File: src/rtl/ex_pipe_ctrl_pkg.sv
// rtl/ex_pipe_ctrl_pkg.sv - shared types for the EX-stage pipeline sequencer
package ex_pipe_ctrl_pkg;

    typedef enum logic [1:0] {
        S_RUN      = 2'd0,
        S_REDIRECT = 2'd1,
        S_LD_WAIT  = 2'd2,
        S_MC_WAIT  = 2'd3
    } state_t;

    typedef struct packed {
        logic pc_stall;
        logic if_id_stall;
        logic if_id_flush;
        logic id_ex_stall;
        logic id_ex_flush;
        logic mc_start;
        logic mc_timeout;
    } ctrl_t;

    // One spare bit so a counter can always hold n-1 even when n is 1.
    function automatic int cnt_w(input int n);
        return $clog2(n) + 1;
    endfunction

endpackage

File: src/rtl/ld_use_detect.sv
// rtl/ld_use_detect.sv - load-use hazard comparator between ID and ID/EX
module ld_use_detect (
    input  logic       valid,
    input  logic       is_load,
    input  logic       rd_wen,
    input  logic [4:0] rd_addr,
    input  logic [4:0] rs1_addr,
    input  logic       rs1_ren,
    input  logic [4:0] rs2_addr,
    input  logic       rs2_ren,
    output logic       hazard
);

    logic producer;
    logic rs1_hit;
    logic rs2_hit;

    // x0 never carries a value, so a load targeting it cannot create a dependency.
    assign producer = valid & is_load & rd_wen & (rd_addr != 5'd0);
    assign rs1_hit  = rs1_ren & (rs1_addr == rd_addr);
    assign rs2_hit  = rs2_ren & (rs2_addr == rd_addr);
    assign hazard   = producer & (rs1_hit | rs2_hit);

endmodule

File: src/rtl/ex_pipe_ctrl.sv
// rtl/ex_pipe_ctrl.sv - EX-stage pipeline sequencer: PC redirect, load-use bubbles, multi-cycle hold
module ex_pipe_ctrl
    import ex_pipe_ctrl_pkg::*;
#(
    parameter int FLUSH_CYCLES    = 1,
    parameter int LOAD_USE_CYCLES = 1,
    parameter int MC_TIMEOUT      = 64,
    parameter int CNT_W           = 32
) (
    input  logic             clk,
    input  logic             rst_n,
    input  logic             id_ex_valid,
    input  logic             ex_pc_pc_wen,
    input  logic [31:0]      ex_pc_pc_data,
    input  logic [4:0]       id_rs1_addr,
    input  logic             id_rs1_ren,
    input  logic [4:0]       id_rs2_addr,
    input  logic             id_rs2_ren,
    input  logic [4:0]       id_ex_rd_addr,
    input  logic             id_ex_rd_wen,
    input  logic             id_ex_is_load,
    input  logic             id_ex_is_mc,
    input  logic             mc_done,
    output logic             pc_stall,
    output logic             if_id_stall,
    output logic             if_id_flush,
    output logic             id_ex_stall,
    output logic             id_ex_flush,
    output logic             pc_redirect_wen,
    output logic [31:0]      pc_redirect_data,
    output logic             mc_start,
    output logic             mc_timeout,
    output logic [CNT_W-1:0] stall_cnt
);

    localparam int RD_W = cnt_w(FLUSH_CYCLES);
    localparam int LU_W = cnt_w(LOAD_USE_CYCLES);
    localparam int WD_W = cnt_w(MC_TIMEOUT);
    localparam int LU_LAST_I = (LOAD_USE_CYCLES > 1) ? LOAD_USE_CYCLES - 2 : 0;

    localparam logic [RD_W-1:0] RD_LAST = RD_W'(FLUSH_CYCLES - 1);
    localparam logic [LU_W-1:0] LU_LAST = LU_W'(LU_LAST_I);
    localparam logic [WD_W-1:0] WD_LAST = WD_W'(MC_TIMEOUT - 1);

    state_t          state;
    state_t          state_nxt;
    ctrl_t           ctrl;
    logic [RD_W-1:0] rd_cnt;
    logic [LU_W-1:0] lu_cnt;
    logic [WD_W-1:0] wd_cnt;
    logic            hazard;
    logic            redirect_take;
    logic            mc_take;
    logic            wd_expire;

    ld_use_detect u_ld_use_detect (
        .valid    (id_ex_valid),
        .is_load  (id_ex_is_load),
        .rd_wen   (id_ex_rd_wen),
        .rd_addr  (id_ex_rd_addr),
        .rs1_addr (id_rs1_addr),
        .rs1_ren  (id_rs1_ren),
        .rs2_addr (id_rs2_addr),
        .rs2_ren  (id_rs2_ren),
        .hazard   (hazard)
    );

    // Redirect outranks the multi-cycle start, which outranks a load-use bubble.
    assign redirect_take = (state == S_RUN) & id_ex_valid & ex_pc_pc_wen;
    assign mc_take       = (state == S_RUN) & id_ex_valid & id_ex_is_mc & ~ex_pc_pc_wen;
    assign wd_expire     = (state == S_MC_WAIT) & ~mc_done & (wd_cnt == WD_LAST);

    always_ff @(posedge clk) begin
        if (!rst_n) begin
            state            <= S_RUN;
            rd_cnt           <= '0;
            lu_cnt           <= '0;
            wd_cnt           <= '0;
            pc_redirect_wen  <= 1'b0;
            pc_redirect_data <= '0;
            stall_cnt        <= '0;
        end else begin
            state           <= state_nxt;
            pc_redirect_wen <= redirect_take;
            if (redirect_take) begin
                pc_redirect_data <= ex_pc_pc_data;
            end
            // Each counter runs only in its own state and is parked at zero otherwise.
            rd_cnt <= (state == S_REDIRECT) ? rd_cnt + RD_W'(1) : '0;
            lu_cnt <= (state == S_LD_WAIT)  ? lu_cnt + LU_W'(1) : '0;
            wd_cnt <= (state == S_MC_WAIT)  ? wd_cnt + WD_W'(1) : '0;
            if (ctrl.pc_stall) begin
                stall_cnt <= stall_cnt + CNT_W'(1);
            end
        end
    end

    always_comb begin
        state_nxt = state;
        case (state)
            S_RUN: begin
                if (redirect_take) begin
                    state_nxt = S_REDIRECT;
                end else if (mc_take) begin
                    state_nxt = S_MC_WAIT;
                end else if (hazard && (LOAD_USE_CYCLES > 1)) begin
                    state_nxt = S_LD_WAIT;
                end
            end
            S_REDIRECT: begin
                if (rd_cnt == RD_LAST) begin
                    state_nxt = S_RUN;
                end
            end
            S_LD_WAIT: begin
                if (lu_cnt == LU_LAST) begin
                    state_nxt = S_RUN;
                end
            end
            S_MC_WAIT: begin
                if (mc_done || wd_expire) begin
                    state_nxt = S_RUN;
                end
            end
            default: state_nxt = S_RUN;
        endcase
    end

    always_comb begin
        ctrl = '0;
        if (rst_n) begin
            case (state)
                S_RUN: begin
                    if (redirect_take) begin
                        ctrl.if_id_flush = 1'b1;
                        ctrl.id_ex_flush = 1'b1;
                    end else if (mc_take) begin
                        ctrl.mc_start    = 1'b1;
                        ctrl.pc_stall    = 1'b1;
                        ctrl.if_id_stall = 1'b1;
                        ctrl.id_ex_stall = 1'b1;
                    end else if (hazard) begin
                        ctrl.pc_stall    = 1'b1;
                        ctrl.if_id_stall = 1'b1;
                        ctrl.id_ex_flush = 1'b1;
                    end
                end
                S_REDIRECT: begin
                    ctrl.if_id_flush = 1'b1;
                    ctrl.id_ex_flush = 1'b1;
                end
                S_LD_WAIT: begin
                    ctrl.pc_stall    = 1'b1;
                    ctrl.if_id_stall = 1'b1;
                    ctrl.id_ex_flush = 1'b1;
                end
                S_MC_WAIT: begin
                    if (wd_expire) begin
                        ctrl.mc_timeout  = 1'b1;
                        ctrl.id_ex_flush = 1'b1;
                    end else if (!mc_done) begin
                        ctrl.pc_stall    = 1'b1;
                        ctrl.if_id_stall = 1'b1;
                        ctrl.id_ex_stall = 1'b1;
                    end
                end
                default: ctrl = '0;
            endcase
            // A flush always wins over a hold of the same register.
            if (ctrl.if_id_flush) begin
                ctrl.if_id_stall = 1'b0;
            end
            if (ctrl.id_ex_flush) begin
                ctrl.id_ex_stall = 1'b0;
            end
        end
    end

    assign pc_stall    = ctrl.pc_stall;
    assign if_id_stall = ctrl.if_id_stall;
    assign if_id_flush = ctrl.if_id_flush;
    assign id_ex_stall = ctrl.id_ex_stall;
    assign id_ex_flush = ctrl.id_ex_flush;
    assign mc_start    = ctrl.mc_start;
    assign mc_timeout  = ctrl.mc_timeout;

endmodule

File: config.mk
export PLATFORM = sky130hd
export DESIGN_NAME = ex_pipe_ctrl
export DESIGN_NICKNAME = d
export VERILOG_FILES = /design/src/rtl/ex_pipe_ctrl_pkg.sv /design/src/rtl/ld_use_detect.sv /design/src/rtl/ex_pipe_ctrl.sv
export SDC_FILE = /design/constraint.sdc
export NUM_CORES = 1
export LEC_CHECK = 0
export ABC_AREA = 1
export CORE_ASPECT_RATIO = 1.25
export CORE_MARGIN = 3
export CORE_UTILIZATION = 30
export CTS_CLUSTER_DIAMETER = 50
export CTS_CLUSTER_SIZE = 28
export DETAILED_ROUTE_END_ITERATION = 8
export PLACE_DENSITY_LB_ADDON = 0.2
export SLEW_MARGIN = 15
export SYNTH_ARGS = -nofsm -noshare
export SYNTH_HDL_FRONTEND = slang
export SYNTH_SLANG_ARGS = --single-unit
export TNS_END_PERCENT = 1
File: constraint.sdc
create_clock -name clk -period 1.55 [get_ports clk]
set_input_delay 0.155 -clock clk [delete_from_list [all_inputs] [get_ports clk]]
set_output_delay 0.155 -clock clk [all_outputs]
set_load 0.01 [all_outputs]
======== Yosys cells after proc, flatten, opt, wreduce, memory -nomap -nowiden ========
Index checks and enable logic that the tools add are counted.
operators by class
  equal/unequal tests ..................... 10
  add/subtract/negate cells ............... 4
  multiplexer cells ....................... 31
  reduce and logical (&&, ||, !) cells .... 8
  bitwise operators ....................... 15
operators with widths
  operator                                                                count
  32-bit by 1-bit adder with 32-bit output (second input constant)        1
  2-bit two-way mux                                                       10
  1-bit two-way mux                                                       15
  1-bit AND                                                               12
  5-bit equality test                                                     2
  2-bit one-hot mux with 4 select lines                                   1
  7-bit by 1-bit adder with 7-bit output (second input constant)          1
  7-bit by 6-bit equality test with 1-bit output (second input constant)  1
  7-bit two-way mux                                                       1
  2-bit one-hot mux with 3 select lines                                   1
  2-bit AND reduction                                                     3
  5-bit nonzero test                                                      1
  2-bit equality test (second input constant)                             2
  2-bit != test (second input constant)                                   2
  1-bit one-hot mux with 2 select lines                                   2
  4-bit AND reduction                                                     1
  3-bit != test (second input constant)                                   1
  1-bit one-hot mux with 3 select lines                                   1
  1-bit adder (second input constant)                                     2
  2-bit by 1-bit equality test with 1-bit output (second input constant)  1
  2-bit zero test                                                         1
  2-bit by 1-bit != test with 1-bit output (second input constant)        1
  1-bit NOT                                                               2
  2-bit OR reduction                                                      1
  other kinds (2)                                                         2
storage, ports and cells
  input bits .............................. 57
  output and inout bits ................... 72
  flip-flop bits (word level) ............. 76
  logic and storage cells ................. 75

======== Depth between registers and ports, before layout ========
Gate-level depths: netlist of run 1.
  depth in word-level cells ............... 11
  mapped depth ............................ 15
  mapped depth without buffers ............ 14

======== Hierarchy ========
Synthesis of run 1 repeated with hierarchy kept, for this count alone.
unflattened totals
  cell total of the unflattened synthesis .. 649
  area total of the unflattened synthesis .. 4141.5 um2
by module, submodules not included
  module         area each (um2)  sequential area each (um2)  instances  cells an instance
  ex_pipe_ctrl   3922.5           1521.5                      1          594
  ld_use_detect  219.0            0.0                         1          55

======== Worst setup path before layout of run 1 ========
Ideal clock, no wire load.
  path type ............................... flip-flop to output port
  start ................................... reg state[0]
  end ..................................... out if_id_stall
  cell stages (with the launch flop) ...... 10
  data arrival time ....................... 1.639 ns
  buffers on the path ..................... 0
  setup slack ............................. -0.244 ns
  required time ........................... 1.395 ns
  cell sequence ........................... dfxtp_1 inv_1 ha_1 nand3_2 inv_1 nor2_1 nand2_1 nand2_4 nand2_1 nor3_1
between the ends
  word-level cells in the longest chain between the ends .. 9
  elaborated cells between the ends (all ways) .. 19
  those cells by class .................... eq/ne: 3; mux: 9; bitwise: 6; reduce/logical: 1
RTL lines
  element                                line                                                         RTL
  from (decl)                            ex_pipe_ctrl.sv:45                                           state_t state;
  from (signal assigned)                 ex_pipe_ctrl.sv:83                                           state <= state_nxt;
  2-bit zero test                        ex_pipe_ctrl.sv:69, ex_pipe_ctrl.sv:70, ex_pipe_ctrl.sv:132
  1-bit AND                              ex_pipe_ctrl.sv:69, ex_pipe_ctrl.sv:70
  1-bit AND (2 in a row)                 ex_pipe_ctrl.sv:70                                           assign mc_take = (state == S_RUN) & id_ex_valid & id_ex_is_mc & ~ex_pc_pc_wen;
  2-bit two-way mux                      ex_pipe_ctrl.sv:137                                          end else if (mc_take) begin
  2-bit two-way mux                      ex_pipe_ctrl.sv:134                                          if (redirect_take) begin
  2-bit one-hot mux with 3 select lines  ex_pipe_ctrl.sv:132                                          case (state)
  1-bit two-way mux *                    ex_pipe_ctrl.sv:170                                          if (ctrl.if_id_flush) begin
  7-bit two-way mux *                    ex_pipe_ctrl.sv:131                                          if (rst_n) begin
  to (decl)                              ex_pipe_ctrl.sv:25                                           output logic if_id_stall,
Every way passes the cells marked *; elsewhere a longest branch is shown, timed or not. The select of a mux whose other input is x is not followed.

======== Worst setup path after layout of run 1 ========
  start ................................... reg wd_cnt[1]
  end ..................................... out pc_stall
between the ends
  word-level cells in the longest chain between the ends .. 5
RTL lines
  element                                         line                 RTL
  from (decl)                                     ex_pipe_ctrl.sv:50   logic [WD_W-1:0] wd_cnt;
  from (signal assigned)                          ex_pipe_ctrl.sv:91   wd_cnt <= (state == S_MC_WAIT) ? wd_cnt + WD_W'(1) : '0;
  7-bit by 6-bit equality test with 1-bit output  ex_pipe_ctrl.sv:71   assign wd_expire = (state == S_MC_WAIT) & ~mc_done & (wd_cnt == WD_LAST);
  1-bit AND                                       ex_pipe_ctrl.sv:71
  2-bit two-way mux                               ex_pipe_ctrl.sv:158  if (wd_expire) begin
  2-bit one-hot mux with 3 select lines           ex_pipe_ctrl.sv:132
  7-bit two-way mux                               ex_pipe_ctrl.sv:131
  to (decl)                                       ex_pipe_ctrl.sv:24   output logic pc_stall,
Every way passes these cells.

==> results of run 1 <==
[power breakdown]
group          internal (mW)  switching (mW)  total (mW)
clock                   1.42           0.881        2.30
sequential              2.11          0.0798        2.19
combinational           1.07            1.40        2.47
[synthesized netlist by cell type (3+ instances only)]
library cell | n | area (um^2)
ha_1 | 8 | 100
buf_6 | 6 | 67.6
inv_2 | 6 | 22.5
nor2_1 | 74 | 278
nand2_2 | 5 | 31.3
dfxtp_1 | 76 | 1520
nand4_1 | 33 | 206
nand2_1 | 198 | 743
nand3_1 | 42 | 210
nor2_2 | 3 | 18.8
inv_1 | 103 | 387
o21ai_0 | 5 | 25.0
nor3_1 | 8 | 40.0
a21oi_1 | 40 | 200
nor2_4 | 5 | 56.3
clkbuf_1 | 13 | 48.8
buf_1 | 5 | 18.8
[placed cells by master, fill, tap and decap left out, types with 10 or more instances in the layout]
cell type          n
dfxtp_2           14
inv_1             99
nor2_1            68
nand2_1          195
inv_2             10
clkdlybuf4s50_1  117
buf_4             98
nand3_1           37
nand4_1           33
a21oi_1           38
dfxtp_1           61
[kinds of logic after synthesis]
family / share of synthesized area
compound gates: 0.0611
xor+xnor: 0.00421
simple gates: 0.410
flops: 0.366
fa+ha+maj: 0.0241
buf+inv: 0.134
[sequential cells by signal (all words and copies together), names as in the netlist]
name              flops
rd_cnt                1
state                 2
stall_cnt            32
lu_cnt                1
wd_cnt                7
pc_redirect_wen       1
pc_redirect_data     32
[final timing paths]
check	to	slack [ns]	cells past startpoint
max	pc_stall	-0.44	11
min	pc_redirect_data[11]$_SDFFE_PN0P_	0.37	3
max reg2reg	wd_cnt[6]$_SDFF_PN0_	-0.39	14
min reg2reg	rd_cnt$_SDFF_PN0_	0.43	1
[critical path, delay by kind of cell (launching register included)]
family	cells	cell delay (ns)
and+or+nand+nor	7	0.61
AOI/OAI and AO/OA	1	0.17
adders and majority gates	1	0.16
buffers and inverters	2	0.21
DFF	1	0.35
[area by class of cell]
class	instances	area, um^2	share of cell area
clock buffers	9	225	0.0334
clock inverters	7	100	0.0149
inverters	110	413	0.0613
multi-input cells	435	2210	0.328
flip-flops and latches	76	1540	0.229
well taps	171	214	0.0317
repair buffers	230	2030	0.302
[stage by stage]
stage,setup slack [ns],instances,instance area [um^2],utilization
after floorplan,-0.0463,647,4210,-
after global placement,-0.827,1001,6170,0.460
after detailed placement,-0.828,1001,6170,0.460
after CTS,-0.438,1037,6670,0.498
after global routing,-0.551,1038,6740,0.503
final,-0.442,1038,6740,0.503
[repair_timing]
item / 4_1_cts / 5_1_grt
resized for setup: 49 / 26
endpoints found under the setup margin: 49 / 54
setup buffers: 20 / 1
pin swaps: 14 / 7
[routing by layer]
metal  part of all wire  GRT usage
met4              0.024     0.0737
met1               0.41      0.175
met3              0.081     0.0510
met2               0.48      0.281
met5                  0          0
==> results.sh, run 1 <==
export IMPL_cts_sinks=76
export IMPL_p_leak_nw=3.01
export IMPL_drt_wl_total_mm=12.1
export IMPL_rsz0062_at_grt="yes"
export IMPL_fin_tns_setup_ns=-11.44
export IMPL_gr_usage_all_layers=0.159
export IMPL_critical_path_max_stage_delay_ns=0.35
export IMPL_io_pins=129
export IMPL_worstSetupStartpointType="flop"
export IMPL_clock_fmax_ghz=0.502
export IMPL_hold_path_class="input port to flop"
export IMPL_clock_path_buffers=2
export IMPL_cts_tree="yes"
export IMPL_avgViaCountPerCell=4.51
export IMPL_core_area_um2=13400
export IMPL_start_util=0.310
export IMPL_synth_edf_count=0
export IMPL_setup_viol=41
export IMPL_place_hpwl_mm=8.87
export IMPL_drt_initial_drc_count=182
export IMPL_synth_nets=712
export IMPL_syn_area_per_cell_um2=6.43
export IMPL_critical_path_required_ns=1.39
export IMPL_min_period_ns=1.99
export IMPL_ir_drop_v=0.000909
export IMPL_insertion_delay_ns=0.34
export IMPL_synth_area_um2=4160
export IMPL_drtPass1Iterations=4
export IMPL_hold_slack_ns=0.366
export IMPL_grt_max_degree=62
export IMPL_fp_dieArea_um2=15300
export IMPL_die_height_um=138
export IMPL_cp_slowest_cell="dfxtp_2"
export IMPL_hold_viol_final=0
export IMPL_synthCells=647
export IMPL_vias=4680
export IMPL_path_class="flop to output pin"
export IMPL_num_antenna_cells=0
export IMPL_grt_pass1_wl_mm=20.1
export IMPL_synth_cell_types=30
export IMPL_place_gp_congestion=0.846
export IMPL_ys_ff_latch=76
export IMPL_fin_ws_ns=-0.442
export IMPL_grt_overflow=0
export IMPL_antenna_found_initial=0
export IMPL_arrival_ns=1.84
export IMPL_detail_route_wl_per_cell_um=11.7
export IMPL_area_delta_synth_final_pct=62.1
export IMPL_port_buffers=128
export IMPL_drcViolationCount=0
export IMPL_numCtsBuffers=9
export IMPL_violations="negative setup slack"
export IMPL_crit_chain="ha_4 -> nand3_4 -> nor2_4 -> nand2_2 -> nor2_4 -> inv_2 -> a31oi_4 -> nand2_4 -> nand2_4 -> nor2_1 -> buf_2"
export IMPL_layout_nets=927
export IMPL_fillerInstances=1335
export IMPL_relSlewSlack=0.584
export IMPL_worstSetupEndpointType="output pin"
export IMPL_r2r_start="wd_cnt[1]$_SDFF_PN0_"
export IMPL_power_mw=6.96
export IMPL_drtAntennaViolNets=0
export IMPL_worstSetupStartpoint="wd_cnt[1]$_SDFF_PN0_"
export IMPL_hp_start="ex_pc_pc_data[11]"
export IMPL_die_w_um=111
export IMPL_crit_fanout=3
export IMPL_clock_skew_ns=0.00644
export IMPL_powerDensity_nw_per_um2=1030
export IMPL_tightest_slew_ns=0.623
export IMPL_status="finished, violations left"
export IMPL_clockRootBuffer="clkbuf_16"
export IMPL_grt_pass1_vias=4522
export IMPL_path_clk_slew_ns=0.06
export IMPL_synth_yosys_seq_area_share=0.366
export IMPL_synthArstFlopShare=0
export IMPL_drv_slew=0
export IMPL_cts_max_level=3
export IMPL_rows=47
export IMPL_cap_violations=0
export IMPL_synth_warnings=0
export IMPL_finalCritPeriodShare=1.29
export IMPL_drive_above_1_share=0.224
export IMPL_hold_buffers=0
export IMPL_synth_flop_cell="dfxtp_1"
(Power assumes the default switching activity.)
==> run 2, diff against run 1 <==
--- a/config.mk
+++ b/config.mk
@@ -16,5 +16,6 @@
 export SLEW_MARGIN = 15
 export SYNTH_ARGS = -nofsm -noshare
 export SYNTH_HDL_FRONTEND = slang
+export SYNTH_HIERARCHICAL = 1
 export SYNTH_SLANG_ARGS = --single-unit
 export TNS_END_PERCENT = 1
==> results.sh, run 2 <==
export IMPL_path_clk_slew_ns=0.06
export IMPL_cap_violations=0
export IMPL_synth_flop_cell="dfxtp_1"
export IMPL_layout_nets=892
export IMPL_power_switching_mw=2.01
export IMPL_crit_cells=10
export IMPL_p_leak_nw=2.62
export IMPL_vias=4633
export IMPL_relSlewSlack=0.619
export IMPL_synthArstFlopShare=0
export IMPL_seqPwrFrac=0.333
export IMPL_finalCritPeriodShare=1.15
export IMPL_drive_above_1_share=0.206
export IMPL_final_cell_mix="nand2_1, clkdlybuf4s50_1, nor2_1"
export IMPL_avgViaCountPerCell=4.62
export IMPL_critical_path_required_ns=1.39
export IMPL_synthTopCellsByArea="dfxtp_1, nand2_1, a21oi_1"
export IMPL_clock_path_buffers=2
export IMPL_grt_pass1_vias=4460
export IMPL_path_common_cell="inv_2"
export IMPL_numCtsBuffers=9
export IMPL_reg_largest_list="pc_redirect_data x32, stall_cnt x32, wd_cnt x7"
export IMPL_critical_path_top_delay_family="simple AND/OR/NAND/NOR gates"
export IMPL_cts_tree="yes"
export IMPL_yosysTopAreaCellShare=0.367
export IMPL_synth_area_um2=4140
export IMPL_cts_max_level=3
export IMPL_dp_cells=985
export IMPL_worstSetupStartpoint="state[1]$_SDFFE_PN0P_"
export IMPL_tightest_slew_ns=0.572
export IMPL_r2r_cells=13
export IMPL_wl_met3_um=680
export IMPL_fp_dieArea_um2=15300
export IMPL_drtPass1Iterations=5
export IMPL_area_delta_synth_final_pct=57.7
export IMPL_place_hpwl_mm=9.94
export IMPL_hold_buffers=0
export IMPL_rsz0062_at_grt="yes"
export IMPL_critical_path_max_stage_delay_ns=0.35
export IMPL_drcViolationCount=0
export IMPL_powerDensity_nw_per_um2=996
export IMPL_hold_path_class="input port to flop"
export IMPL_rows=47
export IMPL_ir_drop_v=0.000615
export IMPL_violations="negative setup slack"
export IMPL_internal_power_mw=4.49
export IMPL_port_buffers=128
export IMPL_die_height_um=137
export IMPL_regArea_um2=1550
export IMPL_multi_input_area_um2=2450
export IMPL_drtAntennaViolNets=0
export IMPL_cts_sinks=76
export IMPL_drt_wl_total_mm=13.4
export IMPL_synth_most_common_cell="nand2_1"
export IMPL_synthCells=649
export IMPL_clockRootBuffer="clkbuf_16"
export IMPL_drv_slew=0
export IMPL_worstSetupEndpointType="output pin"
export IMPL_synth_top_area_cell="dfxtp_1"
export IMPL_fillerInstances=1322
export IMPL_syn_area_per_cell_um2=6.38
export IMPL_ys_ff_latch=76
export IMPL_grt_max_degree=42
export IMPL_critPathBufInv=4
export IMPL_start_util=0.310
export IMPL_crit_chain="inv_2 -> ha_4 -> nand3_1 -> nand2_1 -> inv_2 -> nand2_2 -> inv_2 -> nor2_4 -> nor2_4 -> buf_6"
export IMPL_clockPowerShare=0.356
export IMPL_die_w_um=111
export IMPL_status="finished, violations left"
export IMPL_crit_fanout=4
export IMPL_final_cells=1003
export IMPL_grt_pass1_wl_mm=21.2
export IMPL_wl_met1_mm=5.39
export IMPL_fin_tns_setup_ns=-2.64
export IMPL_synth_warnings=6
export IMPL_hold_depth=3
export IMPL_grt_overflow=0
export IMPL_num_antenna_cells=0
export IMPL_clock_skew_ns=0.00739
export IMPL_hp_start="ex_pc_pc_data[5]"
export IMPL_switching_share=0.309
export IMPL_synth_yosys_seq_area_share=0.367
export IMPL_power_share_combinational=0.311
export IMPL_io_pins=129
export IMPL_r2r_start="wd_cnt[1]$_SDFF_PN0_"
export IMPL_min_period_ns=1.78
export IMPL_clock_fmax_ghz=0.561
export IMPL_synth_edf_count=0
export IMPL_setup_viol=37
export IMPL_antenna_found_initial=0
export IMPL_insertion_delay_ns=0.34
export IMPL_highest_layer="met4"
export IMPL_layout_commonest_cell="nand2_1"
export IMPL_wl_met2_mm=7.03
export IMPL_pre_cts_ws_ns=-0.874
export IMPL_netlist_top_cells_count="nand2_1, dfxtp_1, nor2_1, a21oi_1, inv_1"
export IMPL_gr_usage_all_layers=0.171
export IMPL_detail_route_wl_per_cell_um=13.3
export IMPL_worstSetupStartpointType="flop"
export IMPL_cp_slowest_cell="dfxtp_2"
export IMPL_core_area_um2=13300
export IMPL_arrival_ns=1.63
export IMPL_path_class="flop to output pin"
export IMPL_fin_ws_ns=-0.232
export IMPL_synth_cell_types=29
export IMPL_place_gp_congestion=0.910
export IMPL_synth_nets=714
export IMPL_hold_viol_final=0
export IMPL_drt_initial_drc_count=153
==> run 2: cell types whose count changed in the layout (fill, tap and decap cells not counted), sizes merged, moves of 3 or more <==
cell,previous run,this run
a21oi,40,67
buf,109,66
clkdlybuf4s15,0,4
clkdlybuf4s50,117,95
clkinvlp,0,3
dlygate4sd2,2,16
dlymetal6s2s,2,7
inv,110,55
nand2,204,265
nand3,45,38
nand4,33,7
nor3,11,3
xnor2,2,5
xor2,0,7
==> run 2: power groups by stage <==
stage | clock (mW) | combinational, mW | sequential (mW)
2_1_floorplan | 0 | 0.945 | 2.25
3_3_place_gp | 0 | 1.75 | 2.19
3_5_place_dp | 0 | 1.78 | 2.20
4_1_cts | 2.35 | 1.89 | 2.17
5_1_grt | 2.46 | 2.22 | 2.18
6_report | 2.32 | 2.02 | 2.16
==> run 2: worst paths after layout <==
check	endpoint	slack (ns)
worst min-delay path	pc_redirect_data[5]$_SDFFE_PN0P_	0.37
worst max register to register	stall_cnt[20]$_SDFFE_PN0P_	-0.11
worst max-delay path	pc_stall	-0.23
worst min register to register	lu_cnt$_SDFF_PN0_	0.43
==> run 2: through the flow <==
stage          hold slack, ns  utilization  total power, mW  area [um^2]
2_1_floorplan           0.276            -             3.19         4160
3_3_place_gp            0.411        0.447             3.94         5970
3_5_place_dp            0.417        0.447             3.98         5970
4_1_cts                 0.360        0.477             6.41         6370
5_1_grt                 0.370        0.489             6.85         6530
6_report                0.366        0.489             6.50         6530
==> run 2: cell type report <==
cell class / instances / share of cell area
multi-input cells: 493 / 0.375
clock inverters: 6 / 0.0134
repair buffers: 188 / 0.271
inverters: 59 / 0.0339
flip-flops and latches: 76 / 0.237
well taps: 171 / 0.0328
clock buffers: 10 / 0.0366
==> run 2: timing repair <==
action	4_1_cts	5_1_grt
pin swaps	18	18
gates resized for setup	89	47
endpoints found under the setup margin	86	81
setup buffers	1	1
==> run 2: logic make-up after synthesis <==
group,share of synthesized area
xor+xnor,0.0254
fa+ha+maj,0.0242
compound gates,0.0918
buf+inv,0.0825
flops,0.367
simple gates,0.409
==> run 2: layer usage <==
layer / GRT usage / up-vias
met5: 0 / -
li1: - / 2390
met2: 0.324 / 122
met4: 0.0710 / 0
met3: 0.0369 / 23
met1: 0.185 / 2098
==> run 2: worst reg2reg max path, stage by stage, from the launching register on <==
cell	delay, ns
dfxtp_2	0.36
ha_4	0.15
nand2_4	0.05
nor2_4	0.12
nand2_2	0.09
nand2_4	0.10
nand3_4	0.10
buf_6	0.12
buf_6	0.10
buf_12	0.14
nand3_1	0.07
nand2_1	0.05
nand2_1	0.06
nor2_2	0.03
==> run 3, diff against run 2 <==
--- a/config.mk
+++ b/config.mk
@@ -10,8 +10,9 @@
 export CORE_MARGIN = 3
 export CORE_UTILIZATION = 30
 export CTS_CLUSTER_DIAMETER = 50
-export CTS_CLUSTER_SIZE = 28
+export CTS_CLUSTER_SIZE = 10
 export DETAILED_ROUTE_END_ITERATION = 8
+export GPL_TIMING_DRIVEN = 1
 export PLACE_DENSITY_LB_ADDON = 0.2
 export SLEW_MARGIN = 15
 export SYNTH_ARGS = -nofsm -noshare
==> results of run 3 <==
The final DEF is identical to that of run 2; final timing and power are the same.
